===== src/rtl/bram_stream_reader.sv =====
// Burst reader: issues sequential BRAM reads and streams the returned words
// through a 2-entry FIFO with valid/ready handshaking.
module bram_stream_reader #(
  parameter int ADDR_WIDTH = 9,
  parameter int DATA_WIDTH = 32
) (
  input  logic                  clk,
  input  logic                  reset_n,
  input  logic                  start,
  input  logic [ADDR_WIDTH-1:0] base_addr,
  input  logic [ADDR_WIDTH:0]   length,
  output logic                  busy,
  output logic                  done,
  output logic                  rd_en,
  output logic [ADDR_WIDTH-1:0] rd_addr,
  input  logic [DATA_WIDTH-1:0] rd_data,
  output logic                  m_valid,
  input  logic                  m_ready,
  output logic [DATA_WIDTH-1:0] m_data,
  output logic                  m_last
);

  // state | meaning
  // IDLE  | waiting for start
  // RUN   | issuing reads and streaming words
  // DONE  | one-cycle completion pulse
  typedef enum logic [1:0] {IDLE, RUN, DONE} state_t;

  localparam logic [ADDR_WIDTH:0]   CNT_ONE  = 1;
  localparam logic [ADDR_WIDTH-1:0] ADDR_ONE = 1;

  state_t                state, state_nxt;
  logic [ADDR_WIDTH:0]   issue_cnt, emit_cnt;
  logic [ADDR_WIDTH-1:0] next_addr, last_addr;
  logic                  pending;
  logic [DATA_WIDTH-1:0] fifo_mem [2];
  logic                  wr_ptr, rd_ptr;
  logic [1:0]            occ;
  logic                  accept, pop;
  logic [2:0]            room_chk;

  assign accept   = (state == IDLE) && start;
  assign m_valid  = (occ != 2'd0);
  assign pop      = m_valid && m_ready;
  assign m_data   = m_valid ? fifo_mem[rd_ptr] : '0;
  assign m_last   = m_valid && (emit_cnt == CNT_ONE);
  assign busy     = (state != IDLE);
  assign done     = (state == DONE);

  // Words buffered plus the read in flight, after this cycle's pop, must leave room.
  assign room_chk = {1'b0, occ} + {2'b00, pending} - {2'b00, pop};
  assign rd_en    = (state == RUN) && (issue_cnt != '0) && (room_chk < 3'd2);
  assign rd_addr  = rd_en ? next_addr : last_addr;

  always_ff @(posedge clk or negedge reset_n) begin
    if (!reset_n) state <= IDLE;
    else          state <= state_nxt;
  end

  always_comb begin
    state_nxt = state;
    case (state)
      IDLE:    if (start) state_nxt = (length == '0) ? DONE : RUN;
      RUN:     if (pop && m_last) state_nxt = DONE;
      DONE:    state_nxt = IDLE;
      default: state_nxt = IDLE;
    endcase
  end

  always_ff @(posedge clk or negedge reset_n) begin
    if (!reset_n) begin
      issue_cnt <= '0;
      emit_cnt  <= '0;
      next_addr <= '0;
      last_addr <= '0;
      pending   <= 1'b0;
    end else begin
      pending <= rd_en;
      if (accept) begin
        issue_cnt <= length;
        emit_cnt  <= length;
        next_addr <= base_addr;
      end else begin
        if (rd_en) begin
          issue_cnt <= issue_cnt - CNT_ONE;
          next_addr <= next_addr + ADDR_ONE;
          last_addr <= next_addr;
        end
        if (pop) emit_cnt <= emit_cnt - CNT_ONE;
      end
    end
  end

  // Returned data is pushed only for reads issued since the last reset.
  always_ff @(posedge clk or negedge reset_n) begin
    if (!reset_n) begin
      fifo_mem[0] <= '0;
      fifo_mem[1] <= '0;
      wr_ptr      <= 1'b0;
      rd_ptr      <= 1'b0;
      occ         <= 2'd0;
    end else begin
      if (pending) begin
        fifo_mem[wr_ptr] <= rd_data;
        wr_ptr           <= ~wr_ptr;
      end
      if (pop) rd_ptr <= ~rd_ptr;
      occ <= occ + {1'b0, pending} - {1'b0, pop};
    end
  end

endmodule


===== config.mk =====
export PLATFORM = sky130hd
export DESIGN_NAME = bram_stream_reader
export DESIGN_NICKNAME = d
export VERILOG_FILES = /design/src/rtl/bram_stream_reader.sv
export SDC_FILE = /design/constraint.sdc
export NUM_CORES = 1
export LEC_CHECK = 0
export ABC_AREA = 0
export CAP_MARGIN = 30
export CORE_MARGIN = 3
export CORE_UTILIZATION = 57
export DETAILED_ROUTE_END_ITERATION = 16
export PLACE_DENSITY = 0.84
export RECOVER_POWER = 50
export SETUP_SLACK_MARGIN = 0.02
export SLEW_MARGIN = 30
export SYNTH_ARGS = -nofsm -noshare
export SYNTH_HDL_FRONTEND = slang
export SYNTH_SLANG_ARGS = --single-unit
export TNS_END_PERCENT = 50

===== constraint.sdc =====
create_clock -name clk -period 11.4 [get_ports clk]
set_input_delay 2.28 -clock clk [delete_from_list [all_inputs] [get_ports clk]]
set_output_delay 2.28 -clock clk [all_outputs]
set_load 0.02 [all_outputs]

# Yosys cells after proc, flatten, opt, wreduce, memory -nomap -nowiden
# Index checks and enable logic that the tools add are counted.
# op_classes
n_reduce_logical	15
n_eq_ne	5
addsub	7
mux	18
magnitude_cmp	4
n_bitwise	4
# ops
op	count
$mux 32	5
$bwmux 64	1
$mux 10	4
$demux 32 s1	1
$mux 9	3
$sub 10x1->10 const B	2
$eq 10x1->1 const B	1
$logic_not 10->1	1
$reduce_bool 10->1	1
$add 9x1->9 const B	1
$reduce_bool 2->1	4
$logic_and 1x1->1	7
$mux 2	3
$ge 2x2->1 const B	2
$not 1->2	2
$pmux 2 s2	1
$add 2x1->3	1
$lt 3x2->1 const B	1
$sub 3x1->3	1
$add 2x1->2	1
$eq 2x1->1 const B	1
$eq 2x2->1 const B	1
$logic_not 2->1	1
$lt 2x1->1 const B	1
other kinds (5)	6
# totals
regBits	109
wordCells	64

# Logic depth before layout (Yosys ltp)
# depth
ltp_word	7
ltp_mapped	14
depth_no_buf	12

# Worst setup path before layout
# Ideal clock, no wire load.
# synth_path
path_type	input to output
start	input port m_ready
end	output port rd_addr[1]
required_ns	9.120
path_stages	13
path_buffers	2
arrival_time_ns	4.838
slack_ns	4.282
cell_sequence	o21ai_1 -> clkinv_1 -> ha_1 -> inv_1 -> ha_1 -> inv_1 -> fa_1 -> xnor2_1 -> and4b_1 -> buf_2 -> nand2_4 -> buf_6 -> o21ai_0
# synth_via
elab_chain_len	5
# synth_lines
element	line	source
start, declared	18	input logic m_ready,
$logic_and 1x1->1	44	assign pop = m_valid && m_ready;
named net pop	39	logic accept, pop;
$sub 3x1->3	51	assign room_chk = {1'b0, occ} + {2'b00, pending} - {2'b00, pop};
$lt 3x2->1	52	assign rd_en = (state == RUN) && (issue_cnt != '0) && (room_chk < 3'd2);
$logic_and 1x1->1	52	
$mux 9	--	
end, declared	15	output logic [ADDR_WIDTH-1:0] rd_addr,
# The timed path passes the listed nets, and every way through them passes these cells.

# Final worst setup path
# Ends and elaborated chain as after synthesis.

==> metrics.md <==
| Metric | Value |
|---|---|
| CP startpoint kind | input pin |
| Die ar. | 10,800 sq um |
| Post-synthesis async set-or-reset flop share | 100% |
| Skew-Pair Late Insertion Delay | 370 ps |
| Slew margin rel. | -118% |
| Grt met2 use | 36.7% |
| Final setup TNS | 0 ps |
| Global routing usage on met3 | 3.54% |
| Gp weighted congestion | 0.878 |
| CP arrival | 6310 ps |
| Layout cells sized above 1 | 18.5% |
| Status | finished, violations left |
| Post-layout minimum cycle time | 8590 ps |
| Pint | 1.28 mW |
| Mapped Cells | 467 |
| Combinational share of power | 54.9% |
| Final hold vios | 0 |
| Switch share | 41.4% |
| Sw Pwr | 0.904 mW |
| Row cnt | 35 |
| Clk slew on worst S/H paths | 100 ps |
| EDFF count, synth | 0 |
| Skew final | 12.3 ps |
| VDD IR max | 0.231 mV |
| Antenna fix cells | 0 |
| Vias per inst | 5.78 |
| Initial antenna violation count | 0 |
| Antenna Nets Post-Route | 0 |
| Initial Utilization | 58.8% |
| Post-CTS resize count | 0 |
| CP endpoint kind | output pin |
| Tcrit/Tclk final | 75.3% |
| Ys Warns | 0 |
| Unique cell type count in the Yosys netlist | 59 |
| CTS root buf | clkbuf_8 |
| Register share of total power | 34.5% |
| Seq cells post-synth | 109 |
| Maximum number of pins on one net before global-route repair | 64 |
| Failing checks | capacitance limit, slew limit |
| Max Freq | 0.116 GHz |
| All-Layer GR Usage | 22.2% |
| Detailed Routing Iterations Pass 1 | 5 |
| Hold buffers post-CTS | 0 |
| Register area share after synthesis | 49.9% |
| Port Buf Inserts | 100 |
| GRT busiest layer | met2 |
| Slew Viols, Final | 112 |
| Sequential cell area | 2730 sq um |
| Power Dens Cells | 323 nW/um^2 |
| Final core occ | 72.7% |
| Post-synthesis cell area | 5460 sq um |
| Setup CP Type | in -> out |
| Max FO, Critical Path | 21 |
| DR iter-0 viols | 189 |
| Vias in the first global route | 4,002 |
| Die Span Y | 104 microns |
| Area Overhead vs Synth | 23.7% |
| Worst Max-Slew Pin Slew | 3270 ps |
| Drt total wl | 11.6 mm |
| Top FF cell, synth | dfrtp_1 |
| Hold/Removal Path Class | reg -> reg |
| Pwr Total | 2.18 mW |
| Leak Pwr | 2.84 nW |
| Min Hold Slack | 500 ps |
| Width of the die | 104 microns |
| Wire per inst | 16.7 microns |
| Area of the core | 9280 sq um |
| CTS Buf Count | 9 |
| DR vias | 3,995 |
| TritonCTS clock tree | built |
| Post-CTS setup buffer count | 0 |
| # setup viols final | 0 |
| Htree depth | 3 |
| IO Count | 101 |
| Gr ovfl total | 0 |
| Clk pwr share | 10.6% |
| Remaining DRCs | 0 |
| Crit path required time | 9120 ps |
| RSZ-0062 raised after global routing | no |
| Fillers | 664 |
| MaxCap Viol Count | 2 |
| Multi-input combinational cell area | 2540 sq um |
| Nets@finish | 620 |
| DP HPWL | 8.06 mm |
| # clock sinks | 109 |
| Met1 Use GR | 30.3% |
| Syn_nets | 530 |
| Syn avg cell area | 11.7 sq um |
| First-pass GRT wire length | 19.6 mm |
| Clk buf depth | 2 |
-- per-layer routing --
| metal | up-vias | part of all wire, % |
|---|---|---|
| met3 | 22 | 5.4 |
| met1 | 1970 | 45 |
| met4 | 0 | 1.8 |
| met2 | 149 | 48 |
| li1 | 1854 | - |
| met5 | - | 0 |
-- layout by cell type (no fill, tap or decap), types with 3 or more instances in the layout --
master / synthesis / routed
dfrtp_1: 109 / 108
mux2_2: 67 / 67
clkdlybuf4s50_1: 0 / 66
nor2_1: 43 / 42
dlygate4sd3_1: 0 / 33
mux2i_1: 32 / 32
nand2_1: 22 / 22
inv_1: 19 / 19
o21ai_0: 14 / 15
mux2_1: 14 / 14
o211ai_1: 10 / 10
clkbuf_8: 0 / 10
xor2_1: 7 / 7
nand3_1: 7 / 7
ha_1: 7 / 7
xnor2_1: 6 / 6
nand4_1: 6 / 6
nor3_1: 5 / 5
nor4_1: 4 / 4
a21oi_1: 4 / 4
a211o_1: 4 / 4
or3_1: 4 / 4
and2_1: 4 / 4
a211oi_1: 4 / 4
nor2b_1: 4 / 3
or4_1: 3 / 3
inv_8: 0 / 3
buf_4: 2 / 3
-- worst paths after layout --
check                                    startpoint                       end  slack, ps  cells after the start
setup / recovery                            m_ready                rd_addr[1]       2810                     13
hold / removal             fifo_mem[38]$_DFFE_PN0P_  fifo_mem[38]$_DFFE_PN0P_        500                      1
setup reg to reg                   occ[1]$_DFF_PN0_  issue_cnt[1]$_DFFE_PN0P_       7130                     11
hold reg to reg            fifo_mem[38]$_DFFE_PN0P_  fifo_mem[38]$_DFFE_PN0P_        500                      1
max in group asynchronous                   reset_n        rd_ptr$_DFFE_PN0P_       4240                      2
min in group asynchronous                   reset_n   fifo_mem[4]$_DFFE_PN0P_       2670                      1
-- cell usage after synthesis (all sizes together), types with 2 or more instances --
cell type    n  share of area (%)
a211o        4               0.64
a211oi       4               0.55
a21oi        5               0.53
a221o        2               0.37
a311oi       3               0.60
a41oi        2               0.32
and2         4               0.46
and4         2               0.32
buf         18                1.8
clkbuf       8               0.55
dfrtp      109                 50
ha           7                1.6
inv         20                1.4
mux2        81                 17
mux2i       32                5.9
nand2       23                1.7
nand3        8               0.82
nand4        6               0.69
nand4b       2               0.32
nor2        43                3.0
nor2b        4               0.46
nor3         6               0.64
nor3b        2               0.37
nor4         6                1.1
nor4b        2               0.55
o211ai      10                1.4
o21ai       16                1.5
o221ai       2               0.32
o311ai       4               0.78
o31ai        2               0.27
or2          2               0.23
or3          4               0.46
or4          3               0.41
xnor2        6               0.96
xor2         7                1.1
-- cells by family after synthesis --
| group | after synthesis | share of synthesized area (%) |
|---|---|---|
| and+or+nand+nor | 120 | 12.0 |
| muxes | 113 | 22.6 |
| DFF | 109 | 49.9 |
| AOI/OAI and AO/OA | 57 | 7.70 |
| buffers and inverters | 47 | 3.78 |
| xor gates and xnor gates | 13 | 2.08 |
| adders and majority gates | 8 | 1.97 |
-- area by class of cell --
class	instances	share of cell area (%)
tap	129	2.39
clock inverter	6	0.871
sequential	109	40.4
inverter	21	1.17
multi-input combinational	311	37.6
clock buffer	10	2.04
timing repair buffer	105	15.5
-- stage by stage --
stage	cell area, sq um	cells	setup WS, ps
2_1_floorplan	5460	467	4280
3_3_place_gp	6540	674	3050
3_5_place_dp	6540	674	2960
4_1_cts	6730	690	2940
5_1_grt	6750	691	2410
6_report	6750	691	2810
-- flip-flops by register name, indices dropped and copies added (netlist names) --
name / cells
state: 2
fifo_mem: 64
issue_cnt: 10
emit_cnt: 10
rd_ptr: 1
wr_ptr: 1
pending: 1
next_addr: 9
occ: 2
last_addr: 9
-- critical path: stages --
cell	delay, ps
clkdlybuf4s50_1	420
o21ai_0	230
clkinv_1	340
ha_1	360
inv_1	60
ha_1	130
inv_1	50
fa_1	370
xnor2_1	210
nand4b_1	720
o21ai_0	440
o21ai_0	130
clkdlybuf4s50_1	550
-- power groups by stage --
stage / clock network [mW] / logic, mW / registers [mW]
final: 0.231 / 1.20 / 0.754
after global routing: 0.255 / 1.30 / 0.782
after CTS: 0.238 / 1.20 / 0.752
after detailed placement: 0 / 1.20 / 0.760
after global placement: 0 / 1.17 / 0.749
after floorplan: 0 / 0.851 / 0.686
(Power assumes the default switching activity.)
